==> config.mk <==
export PLATFORM = sky130hd
export DESIGN_NAME = csi_rx_packet_handler
export DESIGN_NICKNAME = d
export VERILOG_FILES = /design/src/rtl/csi_rx_packet_handler.sv
export SDC_FILE = /design/constraint.sdc
export NUM_CORES = 1
export LEC_CHECK = 0
export ABC_AREA = 1
export BUFFER_PORTS_ARGS = -buffer_cell sky130_fd_sc_hd__buf_2
export CAP_MARGIN = 5
export CORE_MARGIN = 2
export CORE_UTILIZATION = 51
export DETAILED_ROUTE_END_ITERATION = 12
export PLACE_DENSITY = 0.75
export SETUP_SLACK_MARGIN = 0.4
export SYNTH_ARGS = -nofsm -noshare
export SYNTH_HDL_FRONTEND = slang
export SYNTH_HIERARCHICAL = 1
export SYNTH_SLANG_ARGS = --single-unit
==> constraint.sdc <==
create_clock -name clk -period 8.35 [get_ports clk]
set_clock_uncertainty 0.15 [all_clocks]
set_input_delay 0.4175 -clock clk [delete_from_list [all_inputs] [get_ports clk]]
set_output_delay 0.4175 -clock clk [all_outputs]
set_load 0.01 [all_outputs]
==> src/rtl/csi_rx_packet_handler.sv <==
// CSI-2 receive packet controller: header ECC check, short/long classification, payload sequencing.
// Build macro CSI_RX_ECC_CORRECT_EN enables single-bit header correction (otherwise any ECC error drops the header).
`timescale 1ns/1ps

module csi_rx_hdr_ecc (
    input  logic [23:0] data,
    output logic [5:0]  ecc
);
    // Parity masks for P0..P5; P6/P7 are always zero in CSI-2 and are not produced.
    always_comb begin
        ecc[0] = ^(data & 24'hF12CB7);
        ecc[1] = ^(data & 24'hF2555B);
        ecc[2] = ^(data & 24'h749A6D);
        ecc[3] = ^(data & 24'hB8E38E);
        ecc[4] = ^(data & 24'hDF03F0);
        ecc[5] = ^(data & 24'hEFFC00);
    end
endmodule

module csi_rx_packet_handler #(
    parameter int unsigned ERR_CNT_W = 16,
    parameter logic [5:0]  LP_DT_MIN = 6'h10
) (
    input  logic                 clk,
    input  logic                 rst,
    input  logic                 enable,
    input  logic [31:0]          in_data,
    input  logic                 in_valid,
    input  logic                 in_sync,
    output logic                 sp_valid,
    output logic                 lp_start,
    output logic [1:0]           pkt_vc,
    output logic [5:0]           pkt_dt,
    output logic [15:0]          pkt_wc,
    output logic [31:0]          pl_data,
    output logic                 pl_valid,
    output logic [3:0]           pl_be,
    output logic                 pl_last,
    output logic                 ecc_corr,
    output logic                 ecc_uncorr,
    output logic                 pkt_trunc,
    input  logic                 err_cnt_clr,
    output logic [ERR_CNT_W-1:0] err_cnt
);
    typedef enum logic {IDLE, PAYLOAD} state_t;

    state_t               state_q, state_d;
    logic [15:0]          rem_q, rem_d;
    logic                 sp_valid_q, sp_valid_d;
    logic                 lp_start_q, lp_start_d;
    logic [1:0]           pkt_vc_q, pkt_vc_d;
    logic [5:0]           pkt_dt_q, pkt_dt_d;
    logic [15:0]          pkt_wc_q, pkt_wc_d;
    logic [31:0]          pl_data_q, pl_data_d;
    logic                 pl_valid_q, pl_valid_d;
    logic [3:0]           pl_be_q, pl_be_d;
    logic                 pl_last_q, pl_last_d;
    logic                 ecc_corr_q, ecc_corr_d;
    logic                 ecc_uncorr_q, ecc_uncorr_d;
    logic                 pkt_trunc_q, pkt_trunc_d;
    logic [ERR_CNT_W-1:0] err_cnt_q, err_cnt_d;

    logic [5:0]  calc;
    logic [5:0]  syn;
    logic [23:0] hdr_fix;
    logic        hdr_ok;
    logic        hdr_corr;
    logic        hdr_evt;
    logic        pl_evt;
    logic        is_short;
    logic [15:0] hdr_wc;

    csi_rx_hdr_ecc u_ecc (
        .data (in_data[23:0]),
        .ecc  (calc)
    );

    assign syn = calc ^ in_data[29:24];

`ifdef CSI_RX_ECC_CORRECT_EN
    // Syndrome produced by a single flipped data bit i, i.e. ecc(1 << i).
    localparam logic [5:0] COL_SYN [24] = '{
        6'h07, 6'h0B, 6'h0D, 6'h0E, 6'h13, 6'h15, 6'h16, 6'h19,
        6'h1A, 6'h1C, 6'h23, 6'h25, 6'h26, 6'h29, 6'h2A, 6'h2C,
        6'h31, 6'h32, 6'h34, 6'h38, 6'h1F, 6'h2F, 6'h37, 6'h3B
    };

    always_comb begin
        logic [23:0] flip;
        logic        par_err;
        flip = '0;
        for (int i = 0; i < 24; i++) begin
            if (syn == COL_SYN[i]) begin
                flip[i] = 1'b1;
            end
        end
        par_err  = (syn != 6'd0) && ((syn & (syn - 6'd1)) == 6'd0);
        hdr_fix  = in_data[23:0] ^ flip;
        hdr_corr = (flip != 24'd0) || par_err;
        hdr_ok   = (syn == 6'd0) || hdr_corr;
    end
`else
    always_comb begin
        hdr_fix  = in_data[23:0];
        hdr_corr = 1'b0;
        hdr_ok   = (syn == 6'd0);
    end
`endif

    assign is_short = (hdr_fix[5:0] < LP_DT_MIN);
    assign hdr_wc   = hdr_fix[23:8];
    assign hdr_evt  = enable && in_valid && in_sync;
    assign pl_evt   = enable && in_valid && !in_sync && (state_q == PAYLOAD);

    function automatic logic [3:0] tail_be(input logic [2:0] n);
        case (n)
            3'd1:    tail_be = 4'b0001;
            3'd2:    tail_be = 4'b0011;
            3'd3:    tail_be = 4'b0111;
            3'd4:    tail_be = 4'b1111;
            default: tail_be = 4'b0000;
        endcase
    endfunction

    always_ff @(posedge clk or posedge rst) begin
        if (rst) begin
            state_q      <= IDLE;
            rem_q        <= '0;
            sp_valid_q   <= 1'b0;
            lp_start_q   <= 1'b0;
            pkt_vc_q     <= '0;
            pkt_dt_q     <= '0;
            pkt_wc_q     <= '0;
            pl_data_q    <= '0;
            pl_valid_q   <= 1'b0;
            pl_be_q      <= '0;
            pl_last_q    <= 1'b0;
            ecc_corr_q   <= 1'b0;
            ecc_uncorr_q <= 1'b0;
            pkt_trunc_q  <= 1'b0;
            err_cnt_q    <= '0;
        end else begin
            state_q      <= state_d;
            rem_q        <= rem_d;
            sp_valid_q   <= sp_valid_d;
            lp_start_q   <= lp_start_d;
            pkt_vc_q     <= pkt_vc_d;
            pkt_dt_q     <= pkt_dt_d;
            pkt_wc_q     <= pkt_wc_d;
            pl_data_q    <= pl_data_d;
            pl_valid_q   <= pl_valid_d;
            pl_be_q      <= pl_be_d;
            pl_last_q    <= pl_last_d;
            ecc_corr_q   <= ecc_corr_d;
            ecc_uncorr_q <= ecc_uncorr_d;
            pkt_trunc_q  <= pkt_trunc_d;
            err_cnt_q    <= err_cnt_d;
        end
    end

    // A sync word is always a header, even when it cuts a payload short.
    always_comb begin
        state_d = state_q;
        rem_d   = rem_q;
        if (!enable) begin
            state_d = IDLE;
        end else if (hdr_evt) begin
            state_d = IDLE;
            if (hdr_ok && !is_short) begin
                rem_d = hdr_wc;
                if (hdr_wc != 16'd0) begin
                    state_d = PAYLOAD;
                end
            end
        end else if (pl_evt) begin
            if (rem_q > 16'd4) begin
                rem_d = rem_q - 16'd4;
            end else begin
                rem_d   = '0;
                state_d = IDLE;
            end
        end
    end

    always_comb begin
        sp_valid_d   = 1'b0;
        lp_start_d   = 1'b0;
        ecc_corr_d   = 1'b0;
        ecc_uncorr_d = 1'b0;
        pkt_trunc_d  = 1'b0;
        pl_valid_d   = 1'b0;
        pl_last_d    = 1'b0;
        pl_be_d      = '0;
        pl_data_d    = pl_data_q;
        pkt_vc_d     = pkt_vc_q;
        pkt_dt_d     = pkt_dt_q;
        pkt_wc_d     = pkt_wc_q;
        err_cnt_d    = err_cnt_q;
        if (hdr_evt) begin
            pkt_trunc_d = (state_q == PAYLOAD);
            if (hdr_ok) begin
                pkt_vc_d   = hdr_fix[7:6];
                pkt_dt_d   = hdr_fix[5:0];
                pkt_wc_d   = hdr_wc;
                ecc_corr_d = hdr_corr;
                sp_valid_d = is_short;
                lp_start_d = !is_short;
            end else begin
                ecc_uncorr_d = 1'b1;
            end
        end else if (pl_evt) begin
            pl_valid_d = 1'b1;
            pl_data_d  = in_data;
            if (rem_q > 16'd4) begin
                pl_be_d = 4'b1111;
            end else begin
                pl_be_d   = tail_be(rem_q[2:0]);
                pl_last_d = 1'b1;
            end
        end
        // Clear takes priority over a same-cycle increment.
        if (err_cnt_clr) begin
            err_cnt_d = '0;
        end else if (ecc_uncorr_d && (err_cnt_q != {ERR_CNT_W{1'b1}})) begin
            err_cnt_d = err_cnt_q + ERR_CNT_W'(1);
        end
    end

    assign sp_valid   = sp_valid_q;
    assign lp_start   = lp_start_q;
    assign pkt_vc     = pkt_vc_q;
    assign pkt_dt     = pkt_dt_q;
    assign pkt_wc     = pkt_wc_q;
    assign pl_data    = pl_data_q;
    assign pl_valid   = pl_valid_q;
    assign pl_be      = pl_be_q;
    assign pl_last    = pl_last_q;
    assign ecc_corr   = ecc_corr_q;
    assign ecc_uncorr = ecc_uncorr_q;
    assign pkt_trunc  = pkt_trunc_q;
    assign err_cnt    = err_cnt_q;
endmodule

## Yosys cells after proc, flatten, opt, wreduce, memory -nomap -nowiden

Cells that the tools add are included.

- Add/subtract/negate cells: 2
- Magnitude comparators: 2
- Equal/unequal tests: 8
- Muxes and demuxes: 28
- Bitwise logic cells: 2
- Reductions and logical operators: 22

Operators with widths:

| cell | number |
|---|---|
| 24-bit parity | 6 |
| 16-bit 2-to-1 mux | 6 |
| 1-bit 2-to-1 mux | 18 |
| 16-bit by 1-bit adder with 16-bit output, second input constant | 1 |
| 16-bit by 3-bit greater-than comparator with 1-bit output, second input constant | 1 |
| 16-bit != test, second input constant | 1 |
| 4-bit one-hot mux with 4 select lines | 1 |
| 16-bit nonzero test | 1 |
| 16-bit by 3-bit subtractor with 16-bit output, second input constant | 1 |
| 4-bit 2-to-1 mux | 3 |
| 3-bit by 2-bit equality test with 1-bit output, second input constant | 2 |
| 1-bit logical AND | 6 |
| 6-bit logical NOT | 1 |
| 6-bit by 5-bit less-than comparator with 1-bit output, second input constant | 1 |
| 2-bit AND reduction | 3 |
| 6-bit XOR | 1 |
| 2-bit nonzero test | 2 |
| 3-bit by 1-bit equality test with 1-bit output, second input constant | 1 |
| 3-bit equality test, second input constant | 1 |
| 3-bit by 1-bit != test with 1-bit output, second input constant | 1 |
| 3-bit != test, second input constant | 1 |
| 3-bit AND reduction | 1 |
| 1-bit logical NOT | 2 |
| 2-bit by 1-bit != test with 1-bit output, second input constant | 1 |
| 1-bit inverter | 1 |

- Register bits: 99
- Bits of input ports: 38

## Longest topological paths before layout

- Depth in word-level cells: 8
- Depth in mapped cells: 22

## Hierarchy

The synthesis kept the hierarchy.

Modules (own cells, without submodules):

| module | instances | cells an instance | area an instance (sq um) |
|---|---|---|---|
| csi_rx_packet_handler | 1 | 632 | 5071.1 |
| csi_rx_hdr_ecc | 1 | 217 | 955.9 |

## Least setup slack after synthesis

OpenSTA, ideal clock, no wires.

- Path kind: in2reg
- Start: in in_data[4]
- End: reg pkt_wc_q[13] (netlist: pkt_wc[13])
- Library setup time: 0.118 ns
- Data arrival time: 2.007 ns
- Required time: 8.082 ns
- Path slack: 6.075 ns
- Stages on the path: 19
- Buffers on the path: 1
- Path through: or2_1 > nand3_1 > nand2_1 > nand2_1 > nand2_1 > nand2_1 > inv_1 > nor2_1 > inv_1 > nand2_1 > nand2_1 > nor2_2 > and2_4 > nand2_4 > nor2_8 > inv_4 > buf_6 > nand2_2 > o21ai_2

- Word-level cells in the longest chain between the ends: 4

Ends and longest elaborated chain:

| element | RTL line | source |
|---|---|---|
| start, declared | 27 | `input logic [31:0] in_data,` |
| 24-bit parity | 12 | `ecc[1] = ^(data & 24'hF2555B);` |
| via calc[1] | 63 | `logic [5:0] calc;` |
| 6-bit XOR | 78 | `assign syn = calc ^ in_data[29:24];` |
| 6-bit logical NOT | 106 | `hdr_ok = (syn == 6'd0);` |
| 2-bit AND reduction (no source line) | - |  |
| end signal, assigned | 149 | `pkt_wc_q <= pkt_wc_d;` |
| end, declared | 53 | `logic [15:0] pkt_wc_q, pkt_wc_d;` |

The timed path passes the listed nets, and every way through them passes these cells.
A chain may end at the register's enable or synchronous reset.

## Worst setup path after layout

- Start: in in_data[21]
- End: reg pkt_dt_q[4] (netlist: pkt_dt[4])

- Word-level cells in the longest chain between the ends: 4

Ends and longest elaborated chain:

| element | RTL line | source |
|---|---|---|
| 24-bit parity | 12 |  |
| via calc[1] | 63 |  |
| 6-bit XOR | 78 |  |
| 6-bit logical NOT | 106 |  |
| 2-bit AND reduction (no source line) | - |  |
| end signal, assigned | 148 | `pkt_dt_q <= pkt_dt_d;` |
| end, declared | 52 | `logic [5:0] pkt_dt_q, pkt_dt_d;` |

The timed path passes the listed nets, and every way through them passes these cells.

==> metrics.csv <==
metric,value,unit
synth_most_common_cell,nand2_1,
synth.area.top_cells,"dfrtp_1 (41%), nand2_1 (22%), nand3_1 (6.1%)",
avgSynthCellArea,7.10,um2
hold_class,in2reg,
tritoncts,yes,
end_kind,flop,
yosysUniqueCellTypes,41,
finish.utilization,61.0,%
fin_setup_tns,0,ns
synth_fp_nets,890,
path_clk_slew,0.07,ns
cts_sinks,99,
max_freq,398,MHz
die_w,113,um
cp-start-kind,input port,
combPwrFrac,36.0,%
cp.required,8.43,ns
crit_arrival,2.59,ns
crit_start,in_data[21],
numCtsBuffers,9,
die_area,12700,um2
fin_crit,2.51,ns
drive_gt1_share,20.7,%
pre_cts_ws,5.51,ns
r2r-start,state_q,
crit_path_max_fanout,43,
relSlewSlack,46.5,%
layout_setup_ws,5.84,ns
p_int,0.983,mW
ctsRootBufferMaster,clkbuf_16,
start_util,52.6,%
period_share,30.1,%
core_area,11500,um2
hold_violations,0,
ys_top_cells_by_count,"nand2_1 (349), dfrtp_1 (99), inv_1 (88)",
vias_per_cell,5.13,
drv_slew,0,
first_pass_iters,5,
grtUsageTotal,25.3,%
maxCapViolations,0,
drt_iter0_drc,421,
p_clk_share,27.5,%
p_leak,4.15,nW
drc_errors,0,
multi_input_area,3040,um2
synth_top_area_share,41.1,%
rows,39,
powerDensity,227,nW/um2
die_h,113,um
finalSetupViolCount,0,
yosysWarnings,6,
rsz0062_at_grt,no,
nFillCells,1099,
ir_drop,0.152,mV
status,finished clean,
yosysSeqAreaShare,41.1,%
synth-edff-count,0,
grt_pass1_vias,5223,
synthesis.area,6030,um2
dp_hpwl,11500,um
grt_antenna_before_repair,0,
boundaryPins,121,
path_class,in2reg,
p_seq_share,36.6,%
r2r_slack,6.07,ns
clk_latency,0.36,ns
h-tree-depth,3,
vias,5680,
nets,1001,
io_buffers,119,
routed_wl,15500,um
endpoint,pkt_dt[4],
drt-wirelength-per-cell,14.0,um
cts_resized,0,
design_power_total,1.59,mW
grt_first_pass_wirelength,25800,um
synth_area_leader_cell,dfrtp_1,
antenna_cells,0,
ff_latch_area,2480,um2
p_sw_share,38.1,%
synth_cells,849,
switchingPower,0.606,mW
gp_congestion,0.929,
overflow,0,
r2r_end,rem_q[10],
ys.flop_type,dfrtp_1,
synthArstFlopShare,100,%
clock_path_buffers,2,
grt_max_degree,66,
area_growth,16.0,%
ant_nets,0,
r2r_cells,8,
synth-seq-cells,99,
tightest_slew,0.802,ns
## final cells by class
type | count | area share, %
Sequential cell | 99 | 35.4
Tap cell | 143 | 2.56
Inverter | 97 | 5.28
Clock buffer | 10 | 3.28
Clock inverter | 6 | 1.04
Timing Repair Buffer | 123 | 8.99
Multi-Input combinational cell | 630 | 43.4
## critical path, cell delays in order
cell,delay [ns]
buf_2,0.15
inv_1,0.09
nand2_1,0.06
nand2_1,0.12
nand2_1,0.10
nand2_1,0.07
nand2_1,0.07
nand2_1,0.07
nand2_1,0.07
inv_1,0.03
nor2_1,0.17
inv_1,0.06
nand2_1,0.06
nand2_1,0.06
nor2_2,0.12
and2_4,0.18
nand2_4,0.09
nor2_8,0.17
inv_4,0.22
nand2_1,0.14
o21ai_2,0.05
## logic make-up (layout without fill, tap and decap cells)
family | count (synthesis) | in the layout | synth area share, %
simple gates | 532 | 532 | 38.3
compound gates | 59 | 59 | 6.27
flops | 99 | 99 | 41.1
xor+xnor | 35 | 35 | 5.09
other cells | 1 | 1 | 0.0622
buf+inv | 120 | 236 | 8.53
fa+ha+maj | 3 | 3 | 0.623
## layout by cell type, fill, tap and decap left out, drive strengths merged, types with 2 or more instances in the layout
cell type  synthesis  routed
a21oi              2       2
and2               2       2
buf               13     122
clkbuf            10      10
clkinv             1       3
dfrtp             99      99
ha                 3       3
inv               96      99
nand2            372     372
nand3             74      74
nand3b             3       3
nand4             12      12
nor2              56      56
nor3               7       7
nor3b              3       3
nor4               2       2
o21ai             51      51
o22ai              4       4
xnor2             14      14
xor2              21      21
## registers in the layout, summed over array words and instances, names as in the netlist
signal,cells
ecc_uncorr,1
err_cnt,16
lp_start,1
pkt_dt,6
pkt_trunc,1
pkt_vc,2
pkt_wc,16
pl_be,4
pl_data,32
pl_last,1
pl_valid,1
rem_q,16
sp_valid,1
state_q,1
## layer usage
layer  track usage [%]  vias up  part of all wire [%]
met2              39.7      182                    46
met1              36.1     2611                    46
met5                 0        -                     0
met4              9.11        0                   1.9
met3              3.54       22                   5.6
li1                  -     2865                     -
## through the flow
stage,std cells,instance area (um2),hold slack [ns]
final,1108,6990,0.117
after global routing,1108,6990,0.114
after CTS,1108,6990,0.108
after detailed placement,1091,6680,0.307
after global placement,1091,6680,0.299
after floorplan,849,6030,0.314
## power groups by stage
stage | logic, mW | clock network (mW) | registers, mW
2_1_floorplan | 0.419 | 0 | 0.601
3_3_place_gp | 0.559 | 0 | 0.588
3_5_place_dp | 0.565 | 0 | 0.589
4_1_cts | 0.572 | 0.441 | 0.580
5_1_grt | 0.657 | 0.460 | 0.588
6_report | 0.571 | 0.436 | 0.581
## worst min path at each step
stage / depth (start not counted) / to / slack, ns / startpoint
5_1_grt: 3 / pl_data[31] / 0.11 / in_data[31]
6_report: 3 / pl_data[31] / 0.12 / in_data[31]
4_1_cts: 3 / pl_data[31] / 0.11 / in_data[31]
3_3_place_gp: 2 / pl_data[30] / 0.30 / pl_data[30]
2_1_floorplan: 2 / rem_q[0] / 0.31 / rem_q[0]
3_5_place_dp: 2 / pkt_wc[4] / 0.31 / pkt_wc[4]
## repair_timing
item / CTS / global route
hold endpoints to repair: 34 / 0
buffers inserted: 0 / 0
hold buffers: 1 / 0
Note: power is estimated with default switching activity, not from simulation.
